===== config.mk =====
export PLATFORM = sky130hd
export DESIGN_NAME = mesh_render_scheduler
export DESIGN_NICKNAME = d
export VERILOG_FILES = /design/src/rtl/render_pkg.sv /design/src/rtl/vertex_fetch.sv /design/src/rtl/mesh_render_scheduler.sv
export SDC_FILE = /design/constraint.sdc
export NUM_CORES = 1
export LEC_CHECK = 0
export ABC_AREA = 1
export CAP_MARGIN = 40
export CORE_UTILIZATION = 48
export CTS_BUF_LIST = sky130_fd_sc_hd__clkbuf_2 sky130_fd_sc_hd__clkbuf_4 sky130_fd_sc_hd__clkbuf_8
export CTS_CLUSTER_SIZE = 16
export DETAILED_ROUTE_END_ITERATION = 6
export PLACE_DENSITY = 0.86
export RECOVER_POWER = 50
export SLEW_MARGIN = 20
export SYNTH_ARGS = -nofsm -noshare
export SYNTH_HDL_FRONTEND = slang
export SYNTH_HIERARCHICAL = 1
export SYNTH_SLANG_ARGS = --single-unit

===== constraint.sdc =====
create_clock -name clk_in -period 3.8 [get_ports clk_in]
set_clock_uncertainty 0.15 [all_clocks]
set_input_delay 0.76 -clock clk_in [delete_from_list [all_inputs] [get_ports clk_in]]
set_output_delay 0.76 -clock clk_in [all_outputs]
set_load 0.05 [all_outputs]

===== src/rtl/render_pkg.sv =====
// Shared types and constants for the triangle rasterizer frame scheduler.
package render_pkg;

  localparam int COORD_WIDTH_DEF = 32;
  localparam int VERTS_PER_TRI   = 3;
  localparam int Q_FRAC_BITS     = 16;
  localparam logic [31:0] Q_ONE  = 32'h0001_0000;

  typedef logic [3*COORD_WIDTH_DEF-1:0] vertex_t;
  typedef vertex_t [2:0] triangle_t;

  typedef enum logic [2:0] {
    S_IDLE   = 3'd0,
    S_FETCH  = 3'd1,
    S_LAUNCH = 3'd2,
    S_WAIT   = 3'd3,
    S_FINISH = 3'd4
  } sched_state_e;

endpackage


===== src/rtl/vertex_fetch.sv =====
// Issues the three vertex reads of one triangle and captures the BRAM
// returns, using a latency-deep valid/index pipe to line data up with reads.
module vertex_fetch
  import render_pkg::*;
#(
  parameter int COORD_WIDTH = 32,
  parameter int ADDR_WIDTH  = 12,
  parameter int MEM_LATENCY = 2
) (
  input  logic                                clk_in,
  input  logic                                rst_in,
  input  logic                                start,
  input  logic [ADDR_WIDTH-1:0]               addr,
  output logic [ADDR_WIDTH-1:0]               mem_addr,
  input  logic [3*COORD_WIDTH-1:0]            mem_data,
  output logic [2:0][2:0][COORD_WIDTH-1:0]    verts,
  output logic                                fetch_done
);

  logic                        issue_v;
  logic [1:0]                  issue_k;
  logic [MEM_LATENCY-1:0]      sr_v;
  logic [MEM_LATENCY-1:0][1:0] sr_k;

  assign fetch_done = sr_v[MEM_LATENCY-1] && (sr_k[MEM_LATENCY-1] == 2'(VERTS_PER_TRI-1));

  always_ff @(posedge clk_in) begin
    if (rst_in) begin
      mem_addr <= '0;
      issue_v  <= 1'b0;
      issue_k  <= 2'd0;
      sr_v     <= '0;
      sr_k     <= '0;
      verts    <= '0;
    end else begin
      if (start) begin
        mem_addr <= addr;
        issue_k  <= 2'd0;
        issue_v  <= 1'b1;
      end else if (issue_v && (issue_k != 2'(VERTS_PER_TRI-1))) begin
        mem_addr <= mem_addr + ADDR_WIDTH'(1);
        issue_k  <= issue_k + 2'd1;
      end else begin
        issue_v  <= 1'b0;
      end
      // sr_v[i] marks a read issued i+1 cycles ago; the last tap is data-valid
      sr_v[0] <= issue_v;
      sr_k[0] <= issue_k;
      for (int i = 1; i < MEM_LATENCY; i++) begin
        sr_v[i] <= sr_v[i-1];
        sr_k[i] <= sr_k[i-1];
      end
      if (sr_v[MEM_LATENCY-1]) begin
        verts[sr_k[MEM_LATENCY-1]] <= mem_data;
      end
    end
  end

endmodule


===== src/rtl/mesh_render_scheduler.sv =====
// Frame sequencer: walks a triangle list and feeds the rasterizer one triangle at a time.
// Optional RENDER_STATS_EN adds frame cycle, triangle and dropped-start counters.
module mesh_render_scheduler
  import render_pkg::*;
#(
  parameter int COORD_WIDTH = 32,
  parameter int ADDR_WIDTH  = 12,
  parameter int MAX_TRIS    = 1024,
  parameter int MEM_LATENCY = 2,
  localparam int NW = $clog2(MAX_TRIS+1),
  localparam int IW = $clog2(MAX_TRIS)
) (
  input  logic                              clk_in,
  input  logic                              rst_in,
  input  logic                              frame_start,
  input  logic [NW-1:0]                     num_tris,
  input  logic [ADDR_WIDTH-1:0]             base_addr,
  output logic [ADDR_WIDTH-1:0]             mem_addr,
  input  logic [3*COORD_WIDTH-1:0]          mem_data,
  output logic [2:0][2:0][COORD_WIDTH-1:0]  tri_verts,
  output logic                              raster_start,
  input  logic                              raster_busy,
  input  logic                              raster_done,
  output logic                              busy,
  output logic                              frame_done,
`ifdef RENDER_STATS_EN
  output logic [31:0]                       stat_frame_cycles,
  output logic [NW-1:0]                     stat_tris,
  output logic [15:0]                       stat_dropped,
`endif
  output logic [IW-1:0]                     tri_idx
);

  sched_state_e          state;
  logic [NW-1:0]         n_r;
  logic [NW-1:0]         n_in;
  logic [ADDR_WIDTH-1:0] tri_base;
  logic [ADDR_WIDTH-1:0] fetch_addr;
  logic                  fetch_go;
  logic                  fetch_done;
  logic                  accept;
  logic                  last_tri;

  assign n_in     = (num_tris > NW'(MAX_TRIS)) ? NW'(MAX_TRIS) : num_tris;
  assign accept   = (state == S_IDLE) && frame_start && !raster_busy;
  assign last_tri = (NW'(tri_idx) == (n_r - NW'(1)));

  // Fetch is kicked on the same edge the FSM enters FETCH, so reads start in its first cycle
  always_comb begin
    fetch_go   = 1'b0;
    fetch_addr = tri_base;
    if (accept) begin
      fetch_go   = (n_in != '0);
      fetch_addr = base_addr;
    end else if ((state == S_WAIT) && raster_done && !last_tri) begin
      fetch_go   = 1'b1;
      fetch_addr = tri_base + ADDR_WIDTH'(3);
    end else begin
      fetch_go   = 1'b0;
      fetch_addr = tri_base;
    end
  end

  vertex_fetch #(
    .COORD_WIDTH (COORD_WIDTH),
    .ADDR_WIDTH  (ADDR_WIDTH),
    .MEM_LATENCY (MEM_LATENCY)
  ) u_fetch (
    .clk_in     (clk_in),
    .rst_in     (rst_in),
    .start      (fetch_go),
    .addr       (fetch_addr),
    .mem_addr   (mem_addr),
    .mem_data   (mem_data),
    .verts      (tri_verts),
    .fetch_done (fetch_done)
  );

  always_ff @(posedge clk_in) begin
    if (rst_in) begin
      state        <= S_IDLE;
      n_r          <= '0;
      tri_base     <= '0;
      tri_idx      <= '0;
      raster_start <= 1'b0;
      busy         <= 1'b0;
      frame_done   <= 1'b0;
    end else begin
      raster_start <= 1'b0;
      frame_done   <= 1'b0;
      case (state)
        S_IDLE: begin
          if (accept) begin
            n_r      <= n_in;
            tri_base <= base_addr;
            tri_idx  <= '0;
            busy     <= 1'b1;
            state    <= (n_in == '0) ? S_FINISH : S_FETCH;
          end
        end
        S_FETCH: begin
          if (fetch_done) begin
            raster_start <= 1'b1;
            state        <= S_LAUNCH;
          end
        end
        S_LAUNCH: state <= S_WAIT;
        S_WAIT: begin
          if (raster_done) begin
            if (last_tri) begin
              state <= S_FINISH;
            end else begin
              tri_idx  <= tri_idx + IW'(1);
              tri_base <= fetch_addr;
              state    <= S_FETCH;
            end
          end
        end
        S_FINISH: begin
          frame_done <= 1'b1;
          busy       <= 1'b0;
          state      <= S_IDLE;
        end
        default: state <= S_IDLE;
      endcase
    end
  end

`ifdef RENDER_STATS_EN
  logic [31:0]   cyc_cnt;
  logic [NW-1:0] tri_cnt;

  // cyc_cnt counts the accept cycle as 1; FINISH adds itself plus the frame_done cycle
  always_ff @(posedge clk_in) begin
    if (rst_in) begin
      cyc_cnt           <= 32'd0;
      tri_cnt           <= '0;
      stat_frame_cycles <= 32'd0;
      stat_tris         <= '0;
      stat_dropped      <= 16'd0;
    end else begin
      if (accept) begin
        cyc_cnt <= 32'd1;
        tri_cnt <= '0;
      end else if (state != S_IDLE) begin
        cyc_cnt <= cyc_cnt + 32'd1;
      end
      if ((state == S_WAIT) && raster_done) begin
        tri_cnt <= tri_cnt + NW'(1);
      end
      if (state == S_FINISH) begin
        stat_frame_cycles <= cyc_cnt + 32'd2;
        stat_tris         <= tri_cnt;
      end
      if (frame_start && !accept && (stat_dropped != 16'hFFFF)) begin
        stat_dropped <= stat_dropped + 16'd1;
      end
    end
  end
`endif

endmodule

======== Word level (Yosys, flattened, before mapping) ========
Cells that the tools add are included.
W data, S select, Z words.
cells by class
  $add $sub $neg .......................... 5
  bitwise logic cells ..................... 1
  mux-type cells .......................... 30
  reduce and logical (&&, ||, !) cells .... 21
  eq/ne operators ......................... 12
  $lt $le $gt $ge ......................... 3
operator list
  operator                 number
  $bwmux W288              1
  $demux W96 S2            1
  $mux W96                 1
  $mux W12                 7
  $mux W10                 3
  $pmux W12 S2             1
  $pmux W10 S2             1
  $mux W3                  5
  $add A12 B1 Y12 const B  1
  $add A12 B2 Y12 const B  1
  $ne A2 B2 Y1 const B     6
  $pmux W3 S4              1
  $eq A10 B11 Y1           1
  $gt A11 B11 Y1 const B   1
  $logic_not A11 Y1        1
  $mux W11                 1
  $reduce_bool A11 Y1      1
  $sub A11 B1 Y11 const B  1
  $add A10 B1 Y10 const B  1
  $logic_and A1 B1 Y1      7
  $mux W1                  7
  $eq A3 B2 Y1 const B     2
  $reduce_bool A2 Y1       3
  $reduce_and A2 Y1        2
  other kinds (13)         15
word-level totals
  register bits ........................... 348
  output and inout port bits .............. 313
  logic and storage cells ................. 94
  input bits .............................. 124

======== Logic depth before layout (Yosys ltp) ========
Gate-level depths: netlist of run 1.
  depth in word-level cells ............... 9
  mapped depth ............................ 21
  depth with buffers taken out ............ 20

======== By module ========
The synthesis of run 1 kept the hierarchy.
modules (own cells, without submodules)
  module                 sequential area each (um^2)  instances  cells each  area an instance (um^2)
  vertex_fetch           6185.9                       1          1409        11001.8
  mesh_render_scheduler  780.7                        1          422         2663.8

======== Least setup slack after synthesis of run 1 ========
OpenSTA, ideal clock, no wires.
  path kind ............................... input to register
  start point ............................. input frame_start
  end point ............................... register u_fetch.mem_addr[10]
  slack ................................... 0.925 ns
  arrival time ............................ 2.654 ns
  path buffers ............................ 3
  required time ........................... 3.579 ns
  cell stages on the path ................. 11
  setup time .............................. 0.071 ns
  cell sequence ........................... inv_1 -> nor3_4 -> inv_2 -> buf_2 -> buf_2 -> o21ai_0 -> clkbuf_1 -> nand2_1 -> o21ai_0 -> inv_1 -> a21oi_1
between the ends
  cells in the longest elaborated chain, start to end .. 4
  elaborated cells between the ends (all ways) .. 6
  those cells by class .................... mux: 3; reduce/logical: 3
RTL lines
  element                                         RTL line                     RTL
  from (decl)                                     mesh_render_scheduler.sv:15  input logic frame_start,
  $logic_and A1 B1 Y1 (*) (2 in series)           mesh_render_scheduler.sv:45  assign accept = (state == S_IDLE) && frame_start && !raster_busy;
  $mux W1 (*)                                     mesh_render_scheduler.sv:52  if (accept) begin
  named net fetch_go                              mesh_render_scheduler.sv:39  logic fetch_go;
  $mux W12 or $reduce_bool A2 Y1 (tied branches)  n/a
  to (signal assigned)                            vertex_fetch.sv:37           mem_addr <= addr;
  to (signal assigned)                            vertex_fetch.sv:41           mem_addr <= mem_addr + ADDR_WIDTH'(1);
  to (decl)                                       vertex_fetch.sv:14           output logic [ADDR_WIDTH-1:0] mem_addr,
Mark *: on every way through the listed nets, which the timed path passes. The rest lies on a longest branch.
A chain may end at the register's enable or synchronous reset.

==> impl_results.md, run 1 <==
* Hold Violations, Final at 0
* Final WS setup at 448 ps
* Cell Area, Synth at 0.0137 mm2
* Crit path cell chain: nand2_1 -> nor2_2 -> clkbuf_2 -> o21ai_0 -> nor2_1
* Initial Util at 49.1%
* Number of synthesized register bits at 348
* Outcome: finished, violations left
* Fin nets at 2,361
* CTS tree: yes
* # Max-Cap Violations at 3
* Slew margin rel. at -56.4%
* Setup Buffers After CTS at 0
* Cell depth of the worst hold path at 2
* RSZ-0062 raised after global routing: false
* PD cells at 449 mW/mm2
* Crit end category: register
* Worst Hold Class: reg -> reg
* Vias in the first global route at 12,806
* # diodes at 0
* Avg Synthesized Cell Area at 7.46 um2
* Top cells by area, synth: dfxtp_1 (51%), nor2_1 (17%), o21ai_0 (9.0%)
* Root buffer cell: clkbuf_8
* Post-Syn Instances at 1,831
* H-tree depth at 2
* Max frequency at 298 MHz
* Die width at 171 um
* Failing checks: max-capacitance violations, max-slew violations
* Syn-to-layout area delta at 41.1%
* Fillers at 2,171
* Post-DRT Antenna Nets at 0
* Worst EP arrival at 3690 ps
* Starting DRT DRC Count at 1,342
* Die H at 171 um
* Post-CTS sizing at 0
* Worst path bufs/invs at 1
* Clk slew on worst S/H paths at 60 ps
* Min Tclk post-route at 3350 ps
* Reg2reg start: u_fetch/sr_v[1]
* Layout cell share with drive strength beyond 1 at 7.02%
* Post-DP HPWL at 31.7 mm
* Worst R2R Path Depth at 5
* Setup TNS at 0 ps
* DR vias at 13,929
* CTS sink cnt at 348
* WL/cell at 17.6 um
* Initial antenna violation count at 0
* Largest net degree at the start of global routing at 107
* Largest delay contributor family on the critical path: buffers and inverters
* Worst-margin pin slew at 2350 ps
* Num rows at 61
* Critical Path Max Stage Delay at 1280 ps
* Library cells used by synthesis at 36
* CP Max Fanout at 73
* Reg area at 0.00697 mm2
* Pleak at 7.82 nW
* Die Area at 0.0291 mm2
* DP Worst Slack at 464 ps
* Total wire length at 46.7 mm
* Router iterations before antenna repair at 5
* Clock Path Buffers at 3
* R2R setup slack at 450 ps
* GR Overflow Total at 0
* Core Footprint at 0.0279 mm2
* Finish-stage setup viols at 0
* Hold path startpoint: u_fetch/sr_k[0]
* Post-synth top area share at 51.0%
* Final Max Slew Viols at 235
* Vias/cell at 5.24
* R2r endpoint: u_fetch/verts[267]
* Post-synth net total at 1,960
* Startpoint types: register
* Yosys Warn Count at 6
* Worst hold path endpoint: u_fetch/sr_k[2]
* Tcrit/Tclk final at 88.2%
* Hold-fix buffers, CTS at 0
* PortBufs at 436
* Clock Latency Late Sink at 560 ps
* First-pass GRT wire length at 69.8 mm
* Area leader, netlist: dfxtp_1
* Tot GR Track Use at 30.4%
* CTS buffer count at 56
* Multi-input gate area at 0.00570 mm2
* WP depth at 5
* Crit-path slowest cell: clkbuf_2
* VDD IR max at 322 uV
* Worst Path Required at 4140 ps
* GPL Wtd Cong at 0.905
* I/O pins at 437
* Critical path class: reg -> reg
* DRC violations left at 0
* Seq/Total Area, Yosys at 51.0%
sequential cells by signal (all words and copies together) (netlist names):
signal	count
n_r	11
tri_idx	10
busy	1
state	3
u_fetch/verts	288
frame_done	1
tri_base	12
u_fetch/issue_k	2
u_fetch/issue_v	1
u_fetch/sr_v	2
u_fetch/sr_k	4
u_fetch/mem_addr	12
raster_start	1
how the worst max path moves through the flow:
stage,startpoint,to,slack [ps]
3_3_place_gp,num_tris[4],u_fetch/mem_addr[7],550
3_5_place_dp,num_tris[5],u_fetch/mem_addr[7],460
6_report,u_fetch/sr_v[1],u_fetch/verts[267],450
5_1_grt,u_fetch/sr_v[1],u_fetch/verts[225],230
4_1_cts,n_r[0],u_fetch/mem_addr[10],790
2_1_floorplan,frame_start,u_fetch/mem_addr[10],930
area by class of cell:
class	count	area share (%)
Sequential cell	348	36.1
Tap cell	378	2.45
Clock buffer	87	5.88
Inverter	93	1.85
Multi-Input combinational cell	1280	29.6
Clock inverter	17	0.616
Timing Repair Buffer	453	23.5
through the flow:
step / utilization, % / power [mW] / cells / hold slack, ps / instance area, um2
finish: 69.2 / 8.66 / 2656 / 257 / 19300
global route: 69.2 / 8.98 / 2656 / 288 / 19300
CTS: 69.4 / 8.70 / 2656 / 259 / 19300
detailed placement: 64.9 / 5.26 / 2552 / 251 / 18100
global placement: 64.6 / 5.23 / 2549 / 242 / 18000
floorplan: - / 4.76 / 1831 / 238 / 13700
metal layers:
metal  global-route usage, %  part of all wire, %  vias up
li1                        -                    -     6635
met1                    35.7                   38     6392
met2                    49.5                   46      725
met3                    7.15                  8.8      177
met4                    20.6                  7.0        0
met5                       0                    0        -
report_power, final:
part / switching [mW] / leakage [nW] / internal, mW
clock: 1.49 / 0.669 / 1.98
sequential: 0.103 / 2.81 / 3.78
combinational: 0.860 / 4.34 / 0.456
total: 2.45 / 7.82 / 6.21
synthesized netlist by cell type:
cell type / instances
nor3_4: 1
xnor2_1: 8
buf_4: 11
o21ai_1: 54
o21bai_1: 1
nand3b_1: 1
a31oi_1: 4
nor2_4: 4
nor3_1: 14
nand2_2: 2
buf_1: 2
buf_6: 18
a21oi_1: 33
o22ai_1: 1
nand3_1: 62
buf_12: 1
ha_1: 5
a22oi_1: 2
dfxtp_1: 348
inv_1: 83
nand2_4: 1
a211oi_1: 2
clkbuf_1: 51
nor2_1: 633
or2_2: 10
nor2_2: 10
xor2_1: 18
a21oi_4: 1
nand3_4: 2
o21ai_0: 245
nand2_1: 154
nand4_1: 4
nor4_1: 5
inv_2: 10
nand3_2: 3
buf_2: 27
cells by family after synthesis:
logic type	share of synthesized area, %
simple gates	26.9
flops	51.0
compound gates	12.8
buf+inv	7.23
xor+xnor	1.67
fa+ha+maj	0.458
worst register-to-register path: stages, from the launching register on:
cell and delay, ps:
dfxtp_1 380, nand2_1 80, nor2_2 880, clkbuf_2 1280, o21ai_0 320, nor2_1 190
cells in the final DEF (no fill, tap or decap), types with 4 or more instances in the layout:
| cell | synthesis | layout |
|---|---|---|
| a21oi_1 | 33 | 33 |
| a31oi_1 | 4 | 4 |
| buf_4 | 11 | 8 |
| clkbuf_4 | 0 | 11 |
| clkbuf_8 | 0 | 77 |
| clkdlybuf4s50_1 | 0 | 435 |
| clkinv_2 | 0 | 16 |
| dfxtp_1 | 348 | 348 |
| ha_1 | 5 | 5 |
| inv_1 | 83 | 84 |
| inv_2 | 10 | 5 |
| nand2_1 | 154 | 155 |
| nand3_1 | 62 | 62 |
| nand4_1 | 4 | 4 |
| nor2_1 | 633 | 634 |
| nor2_2 | 10 | 10 |
| nor3_1 | 14 | 14 |
| nor4_1 | 5 | 5 |
| o21ai_0 | 245 | 298 |
| or2_2 | 10 | 10 |
| xnor2_1 | 8 | 8 |
| xor2_1 | 18 | 18 |
Note: power is estimated with default switching activity, not from simulation.
==> run 2, diff against run 1 <==
Settings changed: SKIP_CTS_REPAIR_TIMING from default to 1.
==> results of run 2 <==
The final DEF is identical to that of run 1; final timing and power are the same.
==> run 3, diff against run 2 <==
Settings changed: MAX_ROUTING_LAYER from default to met4.
==> run 3 against run 2 <==
The flow still finishes with violations (max-capacitance violations, max-slew violations). Non-clock buffer count is the same. Setup slack gained 28 ps. Power shrank 0.62%. Fmax grew 0.85%. Cell count shrank 0.15%. Worst hold slack gained 16 ps.
==> impl_results.md, run 3 (synthesized netlist as in run 1, its figures left out) <==
* Max frequency at 301 MHz (+0.85%)
* R2R setup slack at 480 ps (+30 ps)
* Worst Path Required at 4100 ps (-40 ps)
* Hold Violations, Final at 0 (unchanged)
* Hold path startpoint: u_fetch/sr_k[0]
* DRC violations left at 0 (unchanged)
* VDD IR max at 283 uV (-12%)
* Final Util at 69.0% (-0.27 points)
* Crit-path slowest cell: buf_2
* CTS buffer count at 55 (-1.8%)
* # diodes at 0 (unchanged)
* PD cells at 448 mW/mm2 (-0.23%)
* Non-Filler Instances at 2,652 (-0.15%)
* Tot Pwr at 8.61 mW (-0.62%)
* Critical path class: reg -> reg
* Reg2reg start: u_fetch/sr_v[1]
* Pleak at 7.79 nW (-0.39%)
* Outcome: finished, violations left
* Worst Hold Class: reg -> reg
* Crit path cell chain: nand2_1 -> nor2_4 -> clkinvlp_2 -> clkbuf_2 -> buf_2 -> nor2_1 -> nor2_1
* Starting DRT DRC Count at 1,254 (-6.6%)
* Clk slew on worst S/H paths at 60 ps (about the same)
* Finish-stage setup viols at 0 (unchanged)
* I/O pins at 437 (unchanged)
* Routed met1 length at 17.6 mm (+0.16%)
* Max Used Layer: met4
* Worst path bufs/invs at 3 (+2)
* Setup TNS at 0 ps (unchanged)
* GPL Wtd Cong at 0.942 (+4.1%)
* CTS sink cnt at 348 (unchanged)
* Final Max Slew Viols at 89 (-62%)
* Tot GR Track Use at 32.0% (+1.6 points)
* Most flops, register: u_fetch/verts
* Fin nets at 2,360 (-0.042%)
* Worst-margin pin slew at 2410 ps (+67.2 ps)
* Largest net degree at the start of global routing at 112 (+4.7%)
* Post-DP HPWL at 32.3 mm (+1.9%)
* Post-DRT Antenna Nets at 0 (unchanged)
* Crit end category: register
* Die Area at 0.0291 mm2 (unchanged)
* CTS tree: yes
* WL/cell at 17.8 um (+1.1%)
* R2r endpoint: u_fetch/verts[216]
* Worst EP arrival at 3620 ps (-70 ps)
* DR WL met3 at 4.09 mm (-0.32%)
* Most frequent cells in the layout: nor2_1 (634), clkdlybuf4s50_1 (435), dfxtp_1 (348), o21ai_0 (245), nand2_1 (154)
* Clock Latency Late Sink at 580 ps (+20 ps)
* Total wire length at 47.1 mm (+0.91%)
* Worst hold path endpoint: u_fetch/sr_k[2]
* Die width at 171 um (unchanged)
* RSZ-0062 raised after global routing: false
* First-pass GRT wire length at 71.2 mm (+1.9%)
* Core Footprint at 0.0279 mm2 (unchanged)
* Slew margin rel. at -60.9% (-4.5 points)
* DR vias at 14,008 (+0.57%)
* Tcrit/Tclk final at 87.5% (-0.74 points)
* Router iterations before antenna repair at 5 (unchanged)
* Most Frequent Cell on Critical Path: nor2_1
* Initial Util at 49.1% (unchanged)
* Initial antenna violation count at 0 (unchanged)
* Largest delay contributor family on the critical path: buffers and inverters
* Vias/cell at 5.28 (+0.72%)
* Critical Path Max Stage Delay at 710 ps (-570 ps)
* Number of flip-flops in the largest register at 288 (unchanged)
* # Max-Cap Violations at 2 (-1)
* H-tree depth at 2 (unchanged)
* Root buffer cell: clkbuf_8
* Most common cell after layout, fill and taps aside: nor2_1
* Metal2 WL at 21.6 mm (-0.37%)
* Num rows at 61 (unchanged)
* Top Registers: u_fetch/verts (288), tri_base (12), u_fetch/mem_addr (12)
* Startpoint types: register
* CP Max Fanout at 49 (-33%)
* Die H at 171 um (unchanged)
* Min Tclk post-route at 3320 ps (-28.3 ps)
* Syn-to-layout area delta at 40.6%
* GR Overflow Total at 0 (unchanged)
* Clock Path Buffers at 3 (unchanged)
* Cell depth of the worst hold path at 2 (unchanged)
* Placed instance count at 2,552 (unchanged)
* PortBufs at 436 (unchanged)
* Vias in the first global route at 12,956 (+1.2%)
* Layout cell share with drive strength beyond 1 at 6.95% (-0.076 points)
* Worst R2R Path Depth at 7 (+2)
* Failing checks: max-capacitance violations, max-slew violations
run 3: area by class of cell:
class / instances / area, um2
clock buffers: 88 / 1090
clock inverters: 12 / 116
fillers: 2187 / 8650
inverters: 93 / 358
multi-input cells: 1280 / 5700
flip-flops and latches: 348 / 6970
well taps: 378 / 473
repair buffers: 453 / 4500
run 3: how the worst max path moves through the flow:
stage	from	end	slack, ps	cells past startpoint
after floorplan	frame_start	u_fetch/mem_addr[10]	930	11
after global placement	num_tris[4]	u_fetch/mem_addr[10]	530	13
after detailed placement	num_tris[4]	u_fetch/mem_addr[10]	510	13
after CTS	n_r[0]	u_fetch/mem_addr[7]	780	14
after global routing	u_fetch/sr_v[1]	u_fetch/verts[196]	270	7
final	u_fetch/sr_v[1]	u_fetch/verts[216]	480	7
run 3: worst reg2reg max path, cell delays in order, from the launching register on:
cell and delay [ps]:
dfxtp_1 400, nand2_1 110, nor2_4 550, clkinvlp_2 220, clkbuf_2 660, buf_2 720, nor2_1 300, nor2_1 90
run 3: layer usage:
layer / global-route usage [%] / vias to the layer above
met2: 50.0 / 753
met1: 36.0 / 6409
met3: 7.43 / 207
li1: - / 6639
met4: 23.2 / 0
met5: - / -
run 3: metrics by stage:
stage	hold WS (ps)	cell area, um2	setup WS (ps)
detailed placement	266	18100	508
CTS	275	19300	776
global route	308	19200	271
finish	272	19200	476
floorplan	238	13700	925
global placement	240	18000	530
run 3: power breakdown:
group / total, mW / leakage (nW) / internal [mW] / switching (mW)
sequential: 3.88 / 2.81 / 3.78 / 0.104
clock: 3.41 / 0.653 / 1.96 / 1.45
combinational: 1.32 / 4.32 / 0.457 / 0.863
